$ cat config.mk
export PLATFORM = sky130hd
export DESIGN_NAME = mips_cpu_bus
export DESIGN_NICKNAME = d
export VERILOG_FILES = /design/src/rtl/mips_cpu_bus.sv
export SDC_FILE = /design/constraint.sdc
export NUM_CORES = 2
export LEC_CHECK = 0
export BUFFER_PORTS_ARGS = -buffer_cell sky130_fd_sc_hd__buf_2
export CAP_MARGIN = 40
export CORE_MARGIN = 5
export CORE_UTILIZATION = 35
export CTS_BUF_LIST = sky130_fd_sc_hd__clkbuf_4 sky130_fd_sc_hd__clkbuf_8 sky130_fd_sc_hd__clkbuf_16
export CTS_CLUSTER_DIAMETER = 80
export DETAILED_ROUTE_END_ITERATION = 8
export PLACE_DENSITY_LB_ADDON = 0.08
export SLEW_MARGIN = 20
export SYNTH_ARGS = -nofsm -noshare
export SYNTH_HDL_FRONTEND = slang
export SYNTH_SLANG_ARGS = --single-unit
$ cat constraint.sdc
create_clock -name clk -period 37.7 [get_ports clk]
set_input_delay 0 -clock clk [delete_from_list [all_inputs] [get_ports clk]]
set_output_delay 0 -clock clk [all_outputs]
set_load 0.05 [all_outputs]
$ cat src/rtl/mips_cpu_bus.sv
// Multicycle, non-pipelined MIPS-I subset core on a single memory bus with waitrequest stalls.
// One instruction walks fetch -> decode -> execute (-> mem -> writeback for loads) -> fetch.
module mips_cpu_bus (
  input  logic        clk,
  input  logic        reset,
  output logic        active,
  output logic [31:0] register_v0,
  output logic [31:0] address,
  output logic        write,
  output logic        read,
  input  logic        waitrequest,
  output logic [31:0] writedata,
  output logic [3:0]  byteenable,
  input  logic [31:0] readdata
);
  localparam logic [31:0] ResetPc = 32'hBFC0_0000;

  typedef enum logic [2:0] {StFetch, StDecode, StExec, StMem, StWb, StHalted} state_e;

  state_e      state_q, state_d;
  logic [31:0] pc_q, pc_d, ir_q, ir_d, a_q, a_d, b_q, b_d, tgt_q, tgt_d;
  logic        dly_q, dly_d, rd_q, rd_d, wr_q, wr_d;
  logic [31:0] addr_q, addr_d, wdata_q, wdata_d;
  logic [3:0]  be_q, be_d;
  logic [31:0] gpr_q [32];

  logic [5:0]  op, funct;
  logic [4:0]  rt, rd, sh;
  logic [31:0] simm, zimm, pc_plus4, seq_pc;

  assign op       = ir_q[31:26];
  assign rt       = ir_q[20:16];
  assign rd       = ir_q[15:11];
  assign sh       = ir_q[10:6];
  assign funct    = ir_q[5:0];
  assign simm     = {{16{ir_q[15]}}, ir_q[15:0]};
  assign zimm     = {16'h0000, ir_q[15:0]};
  assign pc_plus4 = pc_q + 32'd4;
  // A pending taken branch redirects the instruction after its delay slot.
  assign seq_pc   = dly_q ? tgt_q : pc_plus4;

  logic [31:0] result, jtarget;
  logic        wb_en, take, is_lw, is_sw;
  logic [4:0]  wb_reg;

  always_comb begin
    result  = '0;
    wb_en   = 1'b0;
    wb_reg  = rt;
    take    = 1'b0;
    jtarget = pc_plus4 + {simm[29:0], 2'b00};
    is_lw   = (op == 6'h23);
    is_sw   = (op == 6'h2b);
    case (op)
      6'h00: begin
        wb_en  = 1'b1;
        wb_reg = rd;
        case (funct)
          6'h21:   result = a_q + b_q;
          6'h23:   result = a_q - b_q;
          6'h24:   result = a_q & b_q;
          6'h25:   result = a_q | b_q;
          6'h26:   result = a_q ^ b_q;
          6'h2a:   result = {31'b0, $signed(a_q) < $signed(b_q)};
          6'h2b:   result = {31'b0, a_q < b_q};
          6'h00:   result = b_q << sh;
          6'h02:   result = b_q >> sh;
          6'h03:   result = $unsigned($signed(b_q) >>> sh);
          6'h08: begin
            wb_en   = 1'b0;
            take    = 1'b1;
            jtarget = a_q;
          end
          6'h09: begin
            result  = pc_q + 32'd8;
            take    = 1'b1;
            jtarget = a_q;
          end
          default: wb_en = 1'b0;
        endcase
      end
      6'h09: begin wb_en = 1'b1; result = a_q + simm; end
      6'h0a: begin wb_en = 1'b1; result = {31'b0, $signed(a_q) < $signed(simm)}; end
      6'h0b: begin wb_en = 1'b1; result = {31'b0, a_q < simm}; end
      6'h0c: begin wb_en = 1'b1; result = a_q & zimm; end
      6'h0d: begin wb_en = 1'b1; result = a_q | zimm; end
      6'h0e: begin wb_en = 1'b1; result = a_q ^ zimm; end
      6'h0f: begin wb_en = 1'b1; result = {ir_q[15:0], 16'h0000}; end
      6'h04: take = (a_q == b_q);
      6'h05: take = (a_q != b_q);
      6'h02: begin take = 1'b1; jtarget = {pc_plus4[31:28], ir_q[25:0], 2'b00}; end
      6'h03: begin
        take    = 1'b1;
        jtarget = {pc_plus4[31:28], ir_q[25:0], 2'b00};
        wb_en   = 1'b1;
        wb_reg  = 5'd31;
        result  = pc_q + 32'd8;
      end
      default: ;
    endcase
  end

  logic        rf_we, go_fetch;
  logic [4:0]  rf_wa;
  logic [31:0] rf_wd, go_pc;

  always_comb begin
    state_d  = state_q;
    pc_d     = pc_q;
    ir_d     = ir_q;
    a_d      = a_q;
    b_d      = b_q;
    tgt_d    = tgt_q;
    dly_d    = dly_q;
    rd_d     = rd_q;
    wr_d     = wr_q;
    addr_d   = addr_q;
    wdata_d  = wdata_q;
    be_d     = be_q;
    rf_we    = 1'b0;
    rf_wa    = rt;
    rf_wd    = result;
    go_fetch = 1'b0;
    go_pc    = pc_q;
    unique case (state_q)
      StFetch: begin
        // Right after reset the fetch request has not been issued yet.
        if (!rd_q) begin
          rd_d   = 1'b1;
          addr_d = pc_q;
          be_d   = 4'hF;
        end else if (!waitrequest) begin
          rd_d    = 1'b0;
          be_d    = 4'h0;
          state_d = StDecode;
        end
      end
      StDecode: begin
        ir_d    = readdata;
        a_d     = gpr_q[readdata[25:21]];
        b_d     = gpr_q[readdata[20:16]];
        state_d = StExec;
      end
      StExec: begin
        pc_d  = seq_pc;
        dly_d = take;
        if (take) tgt_d = jtarget;
        if (is_lw || is_sw) begin
          state_d = StMem;
          addr_d  = a_q + simm;
          rd_d    = is_lw;
          wr_d    = is_sw;
          wdata_d = b_q;
          be_d    = 4'hF;
        end else begin
          rf_we    = wb_en;
          rf_wa    = wb_reg;
          go_fetch = 1'b1;
          go_pc    = seq_pc;
        end
      end
      StMem: begin
        if (!waitrequest) begin
          rd_d = 1'b0;
          wr_d = 1'b0;
          be_d = 4'h0;
          if (rd_q) state_d = StWb;
          else go_fetch = 1'b1;
        end
      end
      StWb: begin
        rf_we    = 1'b1;
        rf_wd    = readdata;
        go_fetch = 1'b1;
      end
      default: ;
    endcase
    if (go_fetch) begin
      if (go_pc == 32'h0) begin
        state_d = StHalted;
      end else begin
        state_d = StFetch;
        rd_d    = 1'b1;
        addr_d  = go_pc;
        be_d    = 4'hF;
      end
    end
  end

  always_ff @(posedge clk or posedge reset) begin
    if (reset) begin
      state_q <= StFetch;
      pc_q    <= ResetPc;
      ir_q    <= '0;
      a_q     <= '0;
      b_q     <= '0;
      tgt_q   <= '0;
      dly_q   <= 1'b0;
      rd_q    <= 1'b0;
      wr_q    <= 1'b0;
      addr_q  <= ResetPc;
      wdata_q <= '0;
      be_q    <= '0;
    end else begin
      state_q <= state_d;
      pc_q    <= pc_d;
      ir_q    <= ir_d;
      a_q     <= a_d;
      b_q     <= b_d;
      tgt_q   <= tgt_d;
      dly_q   <= dly_d;
      rd_q    <= rd_d;
      wr_q    <= wr_d;
      addr_q  <= addr_d;
      wdata_q <= wdata_d;
      be_q    <= be_d;
    end
  end

  always_ff @(posedge clk or posedge reset) begin
    if (reset) begin
      for (int i = 0; i < 32; i++) gpr_q[i] <= '0;
    end else if (rf_we && (rf_wa != 5'd0)) begin
      gpr_q[rf_wa] <= rf_wd;
    end
  end

  assign active      = (state_q != StHalted);
  assign register_v0 = gpr_q[2];
  assign address     = addr_q;
  assign read        = rd_q;
  assign write       = wr_q;
  assign writedata   = wdata_q;
  assign byteenable  = be_q;

endmodule

* Yosys cells after proc, flatten, opt, wreduce, memory -nomap -nowiden
Index checks and enable logic that the tools add are counted.
W data, S select, Z words.
** Word-level totals
- Bits in registers :: 1258
- Input bits :: 35
- Output and inout port bits :: 103
- Word-level logic and storage cells :: 185
** Operators by class
- Add/subtract/negate cells :: 6
- Magnitude comparators :: 8
- Equal/unequal tests :: 38
- Shift operators :: 3
- Muxes and demuxes :: 59
- Bitwise operators :: 9
- Reduce and logical (&&, ||, !) cells :: 18
** Operator list (number)
- $bwmux W1024 :: 1
- $mux W32 :: 14
- $pmux W32 S11 :: 1
- $bmux W32 S5 :: 2
- $pmux W32 S9 :: 1
- $demux W32 S5 :: 1
- $pmux W32 S2 :: 2
- $add A32 B32 Y32 :: 3
- $lt A32 B32 Y1 :: 3
- $eq A6 B4 Y1 const B :: 9
- $eq A6 B6 Y1 const B :: 9
- $add A32 B3 Y32 const B :: 1
- $add A32 B4 Y32 const B :: 1
- $and A32 B16 Y32 :: 1
- $and A32 B32 Y32 :: 1
- $eq A32 B32 Y1 :: 1
- $logic_not A32 Y1 :: 1
- $lt A32 B16 Y1 :: 1
- $ne A32 B32 Y1 :: 1
- $or A32 B16 Y32 :: 1
- $or A32 B32 Y32 :: 1
- $shl A32 B5 Y32 :: 1
- $shr A32 B5 Y32 :: 1
- $sshr A32 B5 Y32 :: 1
- other kinds (35) :: 82

* Logic depth before layout (Yosys ltp)
- Depth in word-level cells :: 10
- Mapped depth :: 18
- Gate-level depth less buffers :: 16

* Worst setup path after synthesis
No wires, ideal clock.
- Kind :: reg2reg
- From :: register ir_q[15]
- To :: register gpr_q[375] in the netlist's numbering
- Setup time :: 0.125 ns
- Data arrival time :: 3.964 ns
- Data required time :: 37.575 ns
- Slack :: 33.612 ns
- Cell stages (with the launch flop) :: 13
- Buffers on the path :: 1
- Clock period less this slack :: 4.088 ns
- Cell sequence :: dfrtp_1 -> inv_1 -> ha_1 -> nor4_1 -> and3_1 -> nand2_1 -> o211ai_2 -> xnor2_1 -> o21ai_0 -> a22oi_2 -> nand2_1 -> clkbuf_2 -> mux2_2
** On the way
- Longest elaborated chain between the ends :: 9
- Elaborated cells on any way between the ends :: 15
- Those cells by class :: add/sub: 1; order compare: 2; mux: 8; bitwise: 1; reduce/logical: 3
** Ends and longest elaborated chain
- start, declared :: RTL line 21 : logic [31:0] pc_q, pc_d, ir_q, ir_d, a_q, a_d, b_q, b_d, tgt_q, tgt_d;
- start signal, assigned :: RTL line 207 : ir_q <= ir_d;
- $pmux W5 S2 :: RTL line 54 : case (op)
- $mux W5 :: RTL line 148 : if (is_lw || is_sw) begin
- $mux W5 :: RTL line 125 : unique case (state_q)
- $not A5 Y6 (not written as such) :: RTL line 224 : gpr_q[rf_wa] <= rf_wd;
- $ge A6 B6 Y1 (not written as such) / $lt A6 B1 Y1 (equally long branches) :: RTL line 224
- $logic_and A1 B1 Y1 (not written as such) :: RTL line 224
- $mux W32 (not written as such) :: RTL line 224
- $demux W32 S5 :: RTL line 224
- $bwmux W1024 :: RTL line 224
- end signal, assigned by index :: RTL line 224
- end, declared :: RTL line 25 : logic [31:0] gpr_q [32];
Several ways; a longest one is shown, not always the timed one.
A chain may end at the register's enable or synchronous reset.

* Final worst setup path
- From :: register ir_q[1]
- To :: register gpr_q[244] in the netlist's numbering
** On the way
- Longest elaborated chain between the ends :: 7
- Elaborated cells on any way between the ends :: 22
- Those cells by class :: add/sub: 1; eq/ne: 10; mux: 8; reduce/logical: 3
** Ends and longest elaborated chain
- branches (longest 7 deep; another with $add A32 B32 Y32)
Several ways; the timed one is not identified.

==> results.md <==
- Worst hold slack: just over 0.07 ns
- Slew @ Worst Pin: between 1 and 1.5 ns
- Critical path origin: ir_q[1]
- Synth top area share: roughly two fifths
- Main combinational cell family by area after synthesis: multiplexers
- Die H: roughly 490 um
- RePlAce Congestion: between 1 and 1.5
- Most frequent cells in the layout: 1234 x dfrtp_1, 917 x nand2_1, 840 x o21ai_0
- Final period utilization: between 10% and 20%
- Synth area leaders: dfrtp_1 39%, mux4_2 19%, o21ai_0 5.3%
- Reg2Reg Depth: 12
- Worst setup path class: flop to flop
- Post-synthesis adder-cell area fraction: 3.43%
- Total vias in the final route: between 60000 and 70000
- Nets@finish: 7615
- Aggregate global routing overflow: 0
- CTS buffer count: roughly 160
- # clock sinks: around 1300
- Initial antenna violation count: 18
- Hold Path Sink: b_q[27]
- Mean post-synth cell area: about 11 um2
- Fill cell count: roughly 22000
- H-tree depth: 4
- Syn nets: between 7000 and 8000
- Area Overhead vs Synth: 13.1%
- Post-CTS sizing: 0
- DRC: 0
- Hold Fails Final Rpt: 0
- CTS root buffer: clkbuf_16
- Power per Cell Area: around 78 nW/um2
- Fmax achieved: 180 MHz
- CP cell instances: buf_4 -> or4b_1 -> nor3_1 -> nand2_1 -> o2111ai_1 -> a21oi_1 -> and3_1 -> a31oi_1 -> a221o_1 -> a221oi_4 -> buf_4 -> o21ai_0
- Area leader, netlist: dfrtp_1
- Worst skew pair latency: ~0.84 ns
- Unrepaired setup endpoints after global routing: no
- Antenna-violating nets left: 0
- Hold path cells: 4
- Layout cells sized above 1: 25.2%
- Gate Count Post-Synth: approximately 7500
- Port bufs: 137
- Hold Path Class: primary input to flop
- Hold path start: readdata[19]
- Vias in the first global route: ~63000
- FF-to-FF End: gpr_q[244]
- Buf/Inv on CP: 2
- Reg2reg start: ir_q[1]
- FFs w/ async S/R, synth: between 90% and 100%
- CP max FO: 51
- Clock-pin slew on the worst setup and hold paths: roughly 0.060 ns
- Initial DRC count: roughly 6200
- Worst Path Required: between 30 and 40 ns
- Clock Skew: between 0.04 and 0.05 ns
- # IOs: around 140
- CTS tree: yes
- Critical path's most frequent cell: buf_4
- Layout Utilization: about two fifths
- Yosys cell types: ~120
- #FFs+latches synth: ~1300
- Top delay family on crit path: simple AND/OR/NAND/NOR gates
- Static leakage: roughly 37 nW
- Crit-path slowest cell: nor3_1
- Setup violators final: 0
- Status: finished, final reports clean
- Max stage delay on crit path: a little over 0.8 ns
- Mapped Area: roughly 80000 um2
- Reg-to-reg slack, setup: approximately 32 ns
- First-pass GRT wire length: just under 500000 um
- Crit path time final: 5.56 ns
- Total negative slack: 0 ns
- WL per Instance: 32.1 um
- Post-synthesis sequential area ratio: between 30% and 40%
- Clock Path Buffers: 3
- Final WL: around 340000 um
- Largest net degree at the start of global routing: approximately 150
- Yosys warnings: 0
- Post-synthesis simple-gate area fraction: 10.0%
- Final HPWL DP: 235000 um
- Relative slew margins: 29.5%
- Setup crit end kind: flop
- Full die area: 237000 um2
- Synth Area in Compound Gates: between 15 and 20%
- Main synth FF type: dfrtp_1
- Commonest non-fill, non-tap cell in the layout: dfrtp_1
- TritonRoute pass-1 iters: 7
- WP data arrival: around 6.3 ns
- Post-synth EDFFs: 0
- Max-cap violations: 0
- Max Transition Viols Final: 0
- CP Launch Type: flop
- Vias per Instance: approximately 6.0
- Site Rows: around 180
- Starting Density: 35.1%
- Tot GR Track Use: 28.1%
- Die width: between 400 and 500 um
- Synth Area in XOR/XNOR: roughly 1.5%
- Max IR drop VDD: 0.0505 mV
- Total core area: 227000 um2
- Multiplexer area fraction after synthesis: about a quarter
-- per-stage QoR --
step                      setup slack, ns  power, mW  cell area [um2]  instances
after floorplan                      2.28       4.12            79600       7479
after global placement              31.87       5.36            83100      10109
after detailed placement            32.31       5.39            84100      10158
after CTS                           32.27       6.99            89900      10496
after global routing                32.01       7.33            90100      10504
final                               32.14       7.01            90100      10508
-- synth_stat cells, types with 87 or more instances --
cell	count
mux2i_1	141
buf_2	111
mux2_2	285
clkbuf_1	489
nor2_1	508
a31oi_1	87
nand2_1	935
xnor2_1	89
mux4_2	680
a21oi_1	451
o21ai_0	842
inv_1	154
dfrtp_1	1240
ha_1	212
-- cells by family (layout without fill, tap and decap cells) --
family	Yosys count	count (layout)
compound gates	1972	1972
simple gates	1853	1853
flops	1258	1258
mux	1136	1136
buf+inv	912	927
fa+ha+maj	216	216
xor+xnor	132	132
other cells	0	5
-- worst max path at each step --
stage | end | slack [ns] | cells past startpoint
after floorplan | a_q[0] | 2.28 | 1
after global placement | a_q[13] | 31.87 | 8
after detailed placement | gpr_q[887] | 32.31 | 13
after CTS | gpr_q[887] | 32.27 | 13
after global routing | tgt_q[23] | 32.01 | 15
final | gpr_q[244] | 32.14 | 12
-- per-layer routing --
metal	global-route usage (%)	wire length, um	vias to the layer above
met5	0	13	-
met2	44.5	155000	2322
met1	38.3	146000	32840
met4	12.9	18000	2
li1	-	-	27534
met3	3.90	18200	640
-- report_power, final --
part	switching, mW	leakage [nW]	total, mW	internal [mW]
sequential	0.349	13.6	2.01	1.66
clock	0.646	2.70	1.56	0.911
combinational	2.26	20.7	3.44	1.18
-- state kept, by name (all words and copies together) (netlist names) --
| register | cells |
|---|---|
| tgt_q | 32 |
| read | 1 |
| address | 32 |
| state_q | 3 |
| gpr_q | 992 |
| register_v0 | 32 |
| ir_q | 32 |
| byteenable | 4 |
| pc_q | 32 |
| write | 1 |
| dly_q | 1 |
| a_q | 32 |
| b_q | 32 |
| writedata | 32 |
-- repair_timing --
item                                    4_1_cts  5_1_grt
endpoints found under the setup margin        0        0
endpoints found under the hold margin       437        0
buffers inserted                              0        0
hold buffers                                 49        0
-- cell type report --
class	count	area, um2	share of cell area (%)
Tap cell	3009	3760	4.18
Sequential cell	1258	31500	35.0
Clock buffer	233	4730	5.25
Timing Repair Buffer	476	4100	4.55
Inverter	162	616	0.684
Multi-Input combinational cell	5309	44700	49.6
Antenna cell	5	12.5	0.0139
Clock inverter	56	619	0.688
-- tightest hold or removal path: cells and delay by family --
kind	cells	cell delay, ns
muxes	2	0.47
buffers and inverters	1	0.23
AOI/OAI and AO/OA	1	0.14
Power figures use the tool's default switching activity.
